## src/rtl/dmem_arbiter.sv

```systemverilog
// -----------------------------------------------------------------------------
// dmem_arbiter
//
// Shares the single data-memory port between the CPU load/store path (cpu_*)
// and the debug/program-loader path (dbg_*). Each access runs through a
// fixed-wait FSM: IDLE -> ACCESS -> DONE -> IDLE. The single-cycle core is held
// through cpu_stall_o while its request is outstanding.
//
// Timing, with the request sampled in IDLE at cycle 0:
//   mem_en_o high in cycles 1 .. WAIT_CYCLES+1
//   ack high in cycle WAIT_CYCLES+2, with rdata valid
//   back-to-back throughput is one access per WAIT_CYCLES+3 cycles
//
// Handshake: a requester raises *_req_i with its we/addr/wdata/be and holds it
// until it sees the one-cycle *_ack_o pulse. The command fields are copied at
// grant, so later changes to them do not affect the access in flight. If a
// request is dropped early, the access still completes and ack still pulses.
//
// Configuration macro: DMEM_ARB_RR_EN
//   defined   : round-robin on a tie (the port not granted last wins)
//   undefined : fixed priority, CPU wins every tie (debug can starve)
//
// Parameters:
//   AW          address width (byte address)
//   DW          data width
//   WAIT_CYCLES extra mem_en cycles beyond the first, 0..15
//
// Ports:
//   clk, rst                      clock (rising edge), async active-high reset
//   cpu_req_i/we_i/addr_i/wdata_i/be_i   CPU command
//   cpu_rdata_o, cpu_ack_o        CPU load data and completion pulse
//   cpu_stall_o                   cpu_req_i & ~cpu_ack_o (combinational)
//   dbg_req_i/we_i/addr_i/wdata_i/be_i   debug command
//   dbg_rdata_o, dbg_ack_o        debug read data and completion pulse
//   mem_en_o, mem_we_o            memory strobe and write enable
//   mem_addr_o/wdata_o/be_o       registered command to memory
//   mem_rdata_i                   memory read data, valid in last ACCESS cycle
// -----------------------------------------------------------------------------
module dmem_arbiter #(
    parameter int AW          = 32,
    parameter int DW          = 32,
    parameter int WAIT_CYCLES = 1
) (
    input  logic          clk,
    input  logic          rst,

    input  logic          cpu_req_i,
    input  logic          cpu_we_i,
    input  logic [AW-1:0] cpu_addr_i,
    input  logic [DW-1:0] cpu_wdata_i,
    input  logic [3:0]    cpu_be_i,
    output logic [DW-1:0] cpu_rdata_o,
    output logic          cpu_ack_o,
    output logic          cpu_stall_o,

    input  logic          dbg_req_i,
    input  logic          dbg_we_i,
    input  logic [AW-1:0] dbg_addr_i,
    input  logic [DW-1:0] dbg_wdata_i,
    input  logic [3:0]    dbg_be_i,
    output logic [DW-1:0] dbg_rdata_o,
    output logic          dbg_ack_o,

    output logic          mem_en_o,
    output logic          mem_we_o,
    output logic [AW-1:0] mem_addr_o,
    output logic [DW-1:0] mem_wdata_o,
    output logic [3:0]    mem_be_o,
    input  logic [DW-1:0] mem_rdata_i
);

    typedef enum logic [1:0] {
        ST_IDLE   = 2'd0,
        ST_ACCESS = 2'd1,
        ST_DONE   = 2'd2
    } state_e;

    localparam logic GNT_CPU = 1'b0;
    localparam logic GNT_DBG = 1'b1;

    state_e        state_q;
    logic [3:0]    cnt_q;
    logic          gnt_q;       // owner of the access in flight
    logic          gnt_d;       // winner of arbitration this cycle
    logic          req_any;
    logic          mem_en_q;
    logic          mem_we_q;
    logic [AW-1:0] mem_addr_q;
    logic [DW-1:0] mem_wdata_q;
    logic [3:0]    mem_be_q;
    logic [DW-1:0] cpu_rdata_q;
    logic [DW-1:0] dbg_rdata_q;
    logic          cpu_ack_q;
    logic          dbg_ack_q;

`ifdef DMEM_ARB_RR_EN
    logic          last_grant_q;
`endif

    // Arbitration, only consumed in IDLE.
    always_comb begin
        req_any = cpu_req_i | dbg_req_i;
        gnt_d   = GNT_CPU;
        if (cpu_req_i && dbg_req_i) begin
`ifdef DMEM_ARB_RR_EN
            gnt_d = ~last_grant_q;
`else
            gnt_d = GNT_CPU;
`endif
        end else if (dbg_req_i) begin
            gnt_d = GNT_DBG;
        end
    end

    always_ff @(posedge clk or posedge rst) begin
        if (rst) begin
            state_q     <= ST_IDLE;
            cnt_q       <= 4'd0;
            gnt_q       <= GNT_CPU;
            mem_en_q    <= 1'b0;
            mem_we_q    <= 1'b0;
            mem_addr_q  <= '0;
            mem_wdata_q <= '0;
            mem_be_q    <= 4'd0;
            cpu_rdata_q <= '0;
            dbg_rdata_q <= '0;
            cpu_ack_q   <= 1'b0;
            dbg_ack_q   <= 1'b0;
`ifdef DMEM_ARB_RR_EN
            last_grant_q <= GNT_DBG;
`endif
        end else begin
            // Acks are single-cycle pulses.
            cpu_ack_q <= 1'b0;
            dbg_ack_q <= 1'b0;
            case (state_q)
                ST_IDLE: begin
                    if (req_any) begin
                        gnt_q    <= gnt_d;
                        cnt_q    <= 4'(WAIT_CYCLES);
                        mem_en_q <= 1'b1;
                        state_q  <= ST_ACCESS;
`ifdef DMEM_ARB_RR_EN
                        last_grant_q <= gnt_d;
`endif
                        if (gnt_d == GNT_CPU) begin
                            mem_we_q    <= cpu_we_i;
                            mem_addr_q  <= cpu_addr_i;
                            mem_wdata_q <= cpu_wdata_i;
                            mem_be_q    <= cpu_be_i;
                        end else begin
                            mem_we_q    <= dbg_we_i;
                            mem_addr_q  <= dbg_addr_i;
                            mem_wdata_q <= dbg_wdata_i;
                            mem_be_q    <= dbg_be_i;
                        end
                    end
                end
                ST_ACCESS: begin
                    if (cnt_q != 4'd0) begin
                        cnt_q <= cnt_q - 4'd1;
                    end else begin
                        // Last ACCESS cycle: memory data is valid now. Stores
                        // leave the requester's read register untouched.
                        if (!mem_we_q) begin
                            if (gnt_q == GNT_CPU) cpu_rdata_q <= mem_rdata_i;
                            else                  dbg_rdata_q <= mem_rdata_i;
                        end
                        if (gnt_q == GNT_CPU) cpu_ack_q <= 1'b1;
                        else                  dbg_ack_q <= 1'b1;
                        mem_en_q <= 1'b0;
                        mem_we_q <= 1'b0;
                        state_q  <= ST_DONE;
                    end
                end
                ST_DONE: begin
                    state_q <= ST_IDLE;
                end
                default: begin
                    state_q  <= ST_IDLE;
                    mem_en_q <= 1'b0;
                    mem_we_q <= 1'b0;
                end
            endcase
        end
    end

    assign mem_en_o    = mem_en_q;
    assign mem_we_o    = mem_we_q;
    assign mem_addr_o  = mem_addr_q;
    assign mem_wdata_o = mem_wdata_q;
    assign mem_be_o    = mem_be_q;
    assign cpu_rdata_o = cpu_rdata_q;
    assign dbg_rdata_o = dbg_rdata_q;
    assign cpu_ack_o   = cpu_ack_q;
    assign dbg_ack_o   = dbg_ack_q;
    assign cpu_stall_o = cpu_req_i & ~cpu_ack_q;

endmodule

```

## config.mk

```make
export PLATFORM = sky130hd
export DESIGN_NAME = dmem_arbiter
export DESIGN_NICKNAME = d
export VERILOG_FILES = /design/src/rtl/dmem_arbiter.sv
export SDC_FILE = /design/constraint.sdc
export NUM_CORES = 1
export LEC_CHECK = 0
export ABC_AREA = 0
export CAP_MARGIN = 20
export CORE_ASPECT_RATIO = 0.7
export CORE_MARGIN = 5
export CORE_UTILIZATION = 38
export CTS_BUF_LIST = sky130_fd_sc_hd__clkbuf_8
export DETAILED_ROUTE_END_ITERATION = 8
export MAX_ROUTING_LAYER = met4
export PLACE_DENSITY = 0.88
export SLEW_MARGIN = 25
export SYNTH_ARGS = -nofsm -noshare
export SYNTH_HDL_FRONTEND = slang
export SYNTH_SLANG_ARGS = --single-unit
```

## constraint.sdc

```tcl
create_clock -name clk -period 4.7 [get_ports clk]
set_input_delay 0.94 -clock clk [delete_from_list [all_inputs] [get_ports clk]]
set_output_delay 0.94 -clock clk [all_outputs]
set_load 0.02 [all_outputs]
```

==> metrics.md, run 1 <==
| Metric | Value |
|---|---|
| Outcome | `finished, final reports clean` |
| Syn_area_per_cell | `15.7 sq um` |
| Slew margin rel. | `33.7%` |
| Async S/R FF share, synth | `100%` |
| Lkg Pwr | `about 4.2 nW` |
| Hold_buf cts | `0` |
| Initial core utilization | `39.0%` |
| Ys flop type | `dfrtp_1` |
| WHS Endpoint | `cpu_rdata_o[3]$_DFFE_PP0P_` |
| Top cell type's share of synthesized area | `55.6%` |
| EDFF count, synth | `0` |
| Antenna diode count | `0` |
| Drt total wl | `17800 um` |
| Final #Nets | `895` |
| Register area | `3580 sq um` |
| Routed length per placed instance | `18.6 um` |
| Min-Delay Startpoint | `cpu_rdata_o[3]$_DFFE_PP0P_` |
| Max FO, Critical Path | `5` |
| Global placement routability congestion | `0.815` |
| Cell mode on critical path | `clkdlybuf4s50_1` |
| Crit path kind | `in2out` |
| Worst-path clk slew | `0.09 ns` |
| Hold Crit Class | `reg2reg` |
| Die area | `19700 sq um` |
| Largest cells by area after synthesis | `dfrtp_1 (56%), mux2_2 (29%), mux2_4 (7.0%)` |
| CP max stage delay | `0.61 ns` |
| Post-DRT Antenna Nets | `0` |
| Unique masters post-synth | `33` |
| Register bit count reported by yosys | `143` |
| Mapped Cells | `410` |
| Total Routing Usage GR | `18.4%` |
| Final Critical Period | `around 3.3 ns` |
| Vias in the first global route | `between 5000 and 6000` |
| Util after Layout | `61.3%` |
| Gr busiest metal | `met2` |
| Syn Nets | `586` |
| Post-CTS Repair Setup Buffers | `0` |
| Core Rows | `39` |
| Max cap viols | `0` |
| Slowest CP cell | `clkdlybuf4s50_1` |
| Least-Margin Pin Slew | `0.994 ns` |
| Critical Path AT | `2.32 ns` |
| Syn. warnings | `0` |
| Residual DRC | `0` |
| Design area | `between 10000 and 15000 sq um` |
| Cell Chain, Critical Path | `clkdlybuf4s50_1 > nor2b_1 > clkdlybuf4s50_1` |
| Setup WS post-layout | `1.44 ns` |
| Clock Latency Late Sink | `0.45 ns` |
| CP required | `between 3 and 4 ns` |
| Htree depth | `4` |
| Clk sinks | `roughly 140` |
| Top-count cell post-synth | `mux2_2` |
| Antenna violations before repair | `0` |
| R2r worst-path depth | `5` |
| Die width | `166 um` |
| Grt met3 use | `5.46%` |
| R2R Setup Slk | `slightly above 2 ns` |
| FILL cells | `1271` |
| PD cells | `667 nW/um^2` |
| Fin crit share | `69.4%` |
| Multi-input logic area | `between 2000 and 3000 sq um` |
| RSZ-0062 raised after global routing | `false` |
| Mapped cell area | `6440 sq um` |
| Via total after detailed routing | `4541` |
| Hpwl dp | `13600 um` |
| Root buffer cell | `clkbuf_8` |
| Max Root-Sink Buffers | `2` |
| Final-report setup violation count | `0` |
| Hold depth | `1` |
| Final Hold Violating Endpoints | `0` |
| First-pass GRT wire length | `approximately 28000 um` |
| VDD IR max | `370 uV` |
| Die height | `~120 um` |
| Post-synthesis sequential area ratio | `a little under three fifths` |
| Final slew viol count | `0` |
| R2R Path End | `dbg_rdata_o[10]$_DFFE_PP0P_` |
| Overall Power | `6.74 mW` |
| Grt total ovfl | `0` |
| Core area | `16500 sq um` |
| Critical path buffers and inverters | `2` |
| Resized Gates After CTS | `0` |
| Fmax | `about 300 MHz` |
| Fraction of layout instances using a drive strength above 1 | `32.9%` |
| Ports | `311` |
| DP Area | `9710 sq um` |
| Commonest cells post-synth | `mux2_2 (167), dfrtp_1 (143), mux2_4 (30)` |
| P&R area growth vs syn | `57.2%` |
| Crit. End Element | `output port` |
| GR Layer Usage met2 | `32.4%` |
| Area leader, netlist | `dfrtp_1` |
| Largest net degree at the start of global routing | `~140` |
| Port Buffer Count | `310` |
| CTS tree | `built` |
| DR iter-0 viols | `120` |
| Dpl ws | `1.42 ns` |
| CTS buffer count | `17` |
| Drt first pass iters | `4` |
| Clk_skew | `0.0122 ns` |
| Top delay family on crit path | `buffers and inverters` |
| Worst R2R Start | `cnt_q[0]$_DFFE_PP0P_` |
| Startpoint types | `input pin` |
| Setup_tns | `0 ns` |
| Via/cell ratio | `4.75` |
| M1 GR Usage | `19.7%` |
registers in the layout, summed over array words and instances, names as in the netlist:
| name | flops |
|---|---|
| mem_be_o | 4 |
| gnt_q | 1 |
| dbg_ack_o | 1 |
| dbg_rdata_o | 32 |
| mem_we_o | 1 |
| cnt_q | 4 |
| mem_addr_o | 32 |
| state_q | 2 |
| cpu_ack_o | 1 |
| mem_wdata_o | 32 |
| cpu_rdata_o | 32 |
| mem_en_o | 1 |
report_power, final:
part,total [mW],switching [mW],internal (mW)
combinational,3.50,1.57,1.93
clock,1.01,0.521,0.492
sequential,2.23,0.371,1.86
cell type report:
type	count	area share [%]
Sequential cell	143	35.4
Timing Repair Buffer	313	31.0
Multi-Input combinational cell	241	26.6
Tap cell	225	2.78
Clock buffer	17	2.31
Clock inverter	15	1.73
Inverter	3	0.148
metrics by stage:
stage                     hold WS [ns]  instances
final                            0.497        957
after global routing             0.509        957
after CTS                        0.502        957
after detailed placement         0.481        925
after global placement           0.478        925
after floorplan                  0.507        410
placed cells by master, fill, tap and decap left out, types with 3 or more instances in the layout:
cell type	Yosys	layout
inv_6	0	6
clkinvlp_4	0	3
nor2b_1	5	4
inv_8	0	3
a21oi_1	3	3
mux2_2	167	167
clkbuf_8	0	17
nand3_1	3	3
mux2_1	3	3
clkdlybuf4s50_1	0	310
nor2_1	5	5
mux2_4	30	30
mux2i_1	3	3
dfrtp_1	143	143
per-layer routing:
metal	vias to the layer above	share of wire, %
met5	-	0
met1	2250	37
met4	0	2.2
li1	2086	-
met2	174	52
met3	31	8.0
worst max-delay path by stage:
stage,from,cells after the start,end
finish,cpu_req_i,3,cpu_stall_o
global route,cpu_req_i,3,cpu_stall_o
CTS,cpu_req_i,3,cpu_stall_o
detailed placement,cpu_req_i,3,cpu_stall_o
global placement,cpu_req_i,3,cpu_stall_o
floorplan,rst,1,cnt_q[0]$_DFFE_PP0P_
cells by family (layout without fill, tap and decap cells):
logic type / count (synthesis) / after routing / synth area share [%]
buffers and inverters: 26 / 348 / 2.76
DFF: 143 / 143 / 55.6
and+or+nand+nor: 26 / 26 / 2.97
adders and majority gates: 2 / 2 / 0.389
muxes: 203 / 203 / 37.2
AOI/OAI and AO/OA: 10 / 10 / 1.09
Power figures use the tool's default switching activity.
==> inputs of run 2 (changes only) <==
CORE_UTILIZATION = 42   (was 38)
PLACE_DENSITY = 0.91   (was 0.88)
clock period = 3.3 ns   (was 4.7 ns; I/O delays follow)
==> metrics.md, run 2 (same netlist as run 1, synthesis figures left out) <==
| Metric | Value |
|---|---|
| Antenna diode count | `0` |
| Total Routing Usage GR | `around 20%` |
| CTS tree | `built` |
| Crit path kind | `in2out` |
| CP startpoint | `cpu_req_i` |
| Crit. End Element | `output port` |
| Final slew viol count | `0` |
| Resized Gates After CTS | `0` |
| CTS buffer count | `17` |
| Min-Delay Startpoint | `cpu_rdata_o[1]$_DFFE_PP0P_` |
| Clk_skew | `0.0198 ns` |
| Global placement routability congestion | `roughly 0.88` |
| Drt total wl | `~18000 um` |
| Residual DRC | `0` |
| Ports | `311` |
| Max Root-Sink Buffers | `2` |
| Most frequent cells in the layout | `clkdlybuf4s50_1 (310), mux2_2 (167), dfrtp_1 (143), mux2_4 (30), clkbuf_8 (18)` |
| Fraction of layout instances using a drive strength above 1 | `33.1%` |
| Die area | `17900 sq um` |
| Util after Layout | `approximately 68%` |
| Post-DRT Antenna Nets | `0` |
| First-pass GRT wire length | `27300 um` |
| Max cap viols | `0` |
| Critical Path AT | `2.08 ns` |
| Commonest non-fill, non-tap cell in the layout | `clkdlybuf4s50_1` |
| PD cells | `~950 nW/um^2` |
| Least-Margin Pin Slew | `between 0.8 and 0.9 ns` |
| Via/cell ratio | `4.90` |
| Drt first pass iters | `6` |
| Grt total ovfl | `0` |
| Final Hold Violating Endpoints | `0` |
| DR iter-0 viols | `192` |
| Via total after detailed routing | `between 4000 and 5000` |
| Worst-path clk slew | `0.09 ns` |
| Hold_buf cts | `0` |
| Antenna violations before repair | `0` |
| Worst R2R Start | `cnt_q[0]$_DFFE_PP0P_` |
| Post-CTS Repair Setup Buffers | `0` |
| Overall Power | `roughly 9.6 mW` |
| Hold Crit Class | `reg2reg` |
| Root buffer cell | `clkbuf_8` |
| Final #Nets | `897` |
| Lkg Pwr | `4.21 nW` |
| Final Critical Period | `roughly 2.7 ns` |
| Clock Latency Late Sink | `0.43 ns` |
| Slew margin rel. | `41.6%` |
| Post-route insts no fill | `929` |
| P&R area growth vs syn | `57.0%` |
| Initial core utilization | `43.3%` |
| Final-report setup violation count | `0` |
| Fmax | `365 MHz` |
| Startpoint types | `input pin` |
| Fin crit share | `between 80% and 90%` |
| RSZ-0062 raised after global routing | `false` |
| VDD IR max | `516 uV` |
| Largest net degree at the start of global routing | `64` |
| FILL cells | `about 1100` |
| Port Buffer Count | `310` |
| Outcome | `finished, final reports clean` |
| Die height | `114 um` |
| Die width | `roughly 160 um` |
| Max FO, Critical Path | `5` |
| Inst Count DP | `about 900` |
| Clk sinks | `143` |
| Core Rows | `37` |
| Htree depth | `4` |
| Core area | `14900 sq um` |
| Setup_tns | `0 ns` |
| Hpwl dp | `13800 um` |
| Vias in the first global route | `5078` |
| Routed length per placed instance | `19.1 um` |
| CP required | `2.64 ns` |
-- run 2: cell type report --
| cell class | instances | area, sq um | area share (%) |
|---|---|---|---|
| Inverter | 3 | 15.0 | 0.149 |
| Tap cell | 195 | 244 | 2.41 |
| Multi-Input combinational cell | 241 | 2690 | 26.6 |
| Timing Repair Buffer | 315 | 3190 | 31.6 |
| Clock inverter | 14 | 143 | 1.41 |
| Clock buffer | 18 | 248 | 2.45 |
| Sequential cell | 143 | 3580 | 35.4 |
-- run 2: worst max-delay path, cell delays in order --
cell and delay [ns]:
clkdlybuf4s50_1 0.62, nor2b_1 0.18, clkdlybuf4s50_1 0.62
-- run 2: power by group --
group	switching (mW)	leakage, nW	internal [mW]
Combinational	2.25	2.33	2.76
Sequential	0.523	1.68	2.65
Clock	0.747	0.196	0.646
-- run 2: path summary, 6_finish.rpt --
kind / cells past startpoint / slack (ns) / end
max: 3 / 0.56 / cpu_stall_o
min: 1 / 0.51 / cpu_rdata_o[1]$_DFFE_PP0P_
max reg2reg: 5 / 0.70 / dbg_rdata_o[4]$_DFFE_PP0P_
min reg2reg: 1 / 0.51 / cpu_rdata_o[1]$_DFFE_PP0P_
max in group asynchronous: 3 / 1.91 / mem_addr_o[31]$_DFFE_PP0P_
min in group asynchronous: 2 / 0.65 / dbg_rdata_o[22]$_DFFE_PP0P_
-- run 2: routing by layer --
layer	track usage, %	vias up	part of all wire, %
met2	35.0	186	52
met3	4.66	21	7.3
li1	-	2091	-
met5	-	-	0
met1	23.1	2256	39
met4	5.63	0	1.5
-- run 2: per-stage QoR --
step | hold slack (ns) | worst slack, ns | cell area (sq um)
final | 0.508 | 0.559 | 10100
after global routing | 0.518 | 0.513 | 10100
after CTS | 0.512 | 0.568 | 10100
after detailed placement | 0.493 | 0.575 | 9720
after global placement | 0.483 | 0.603 | 9720
after floorplan | 0.507 | 0.849 | 6440
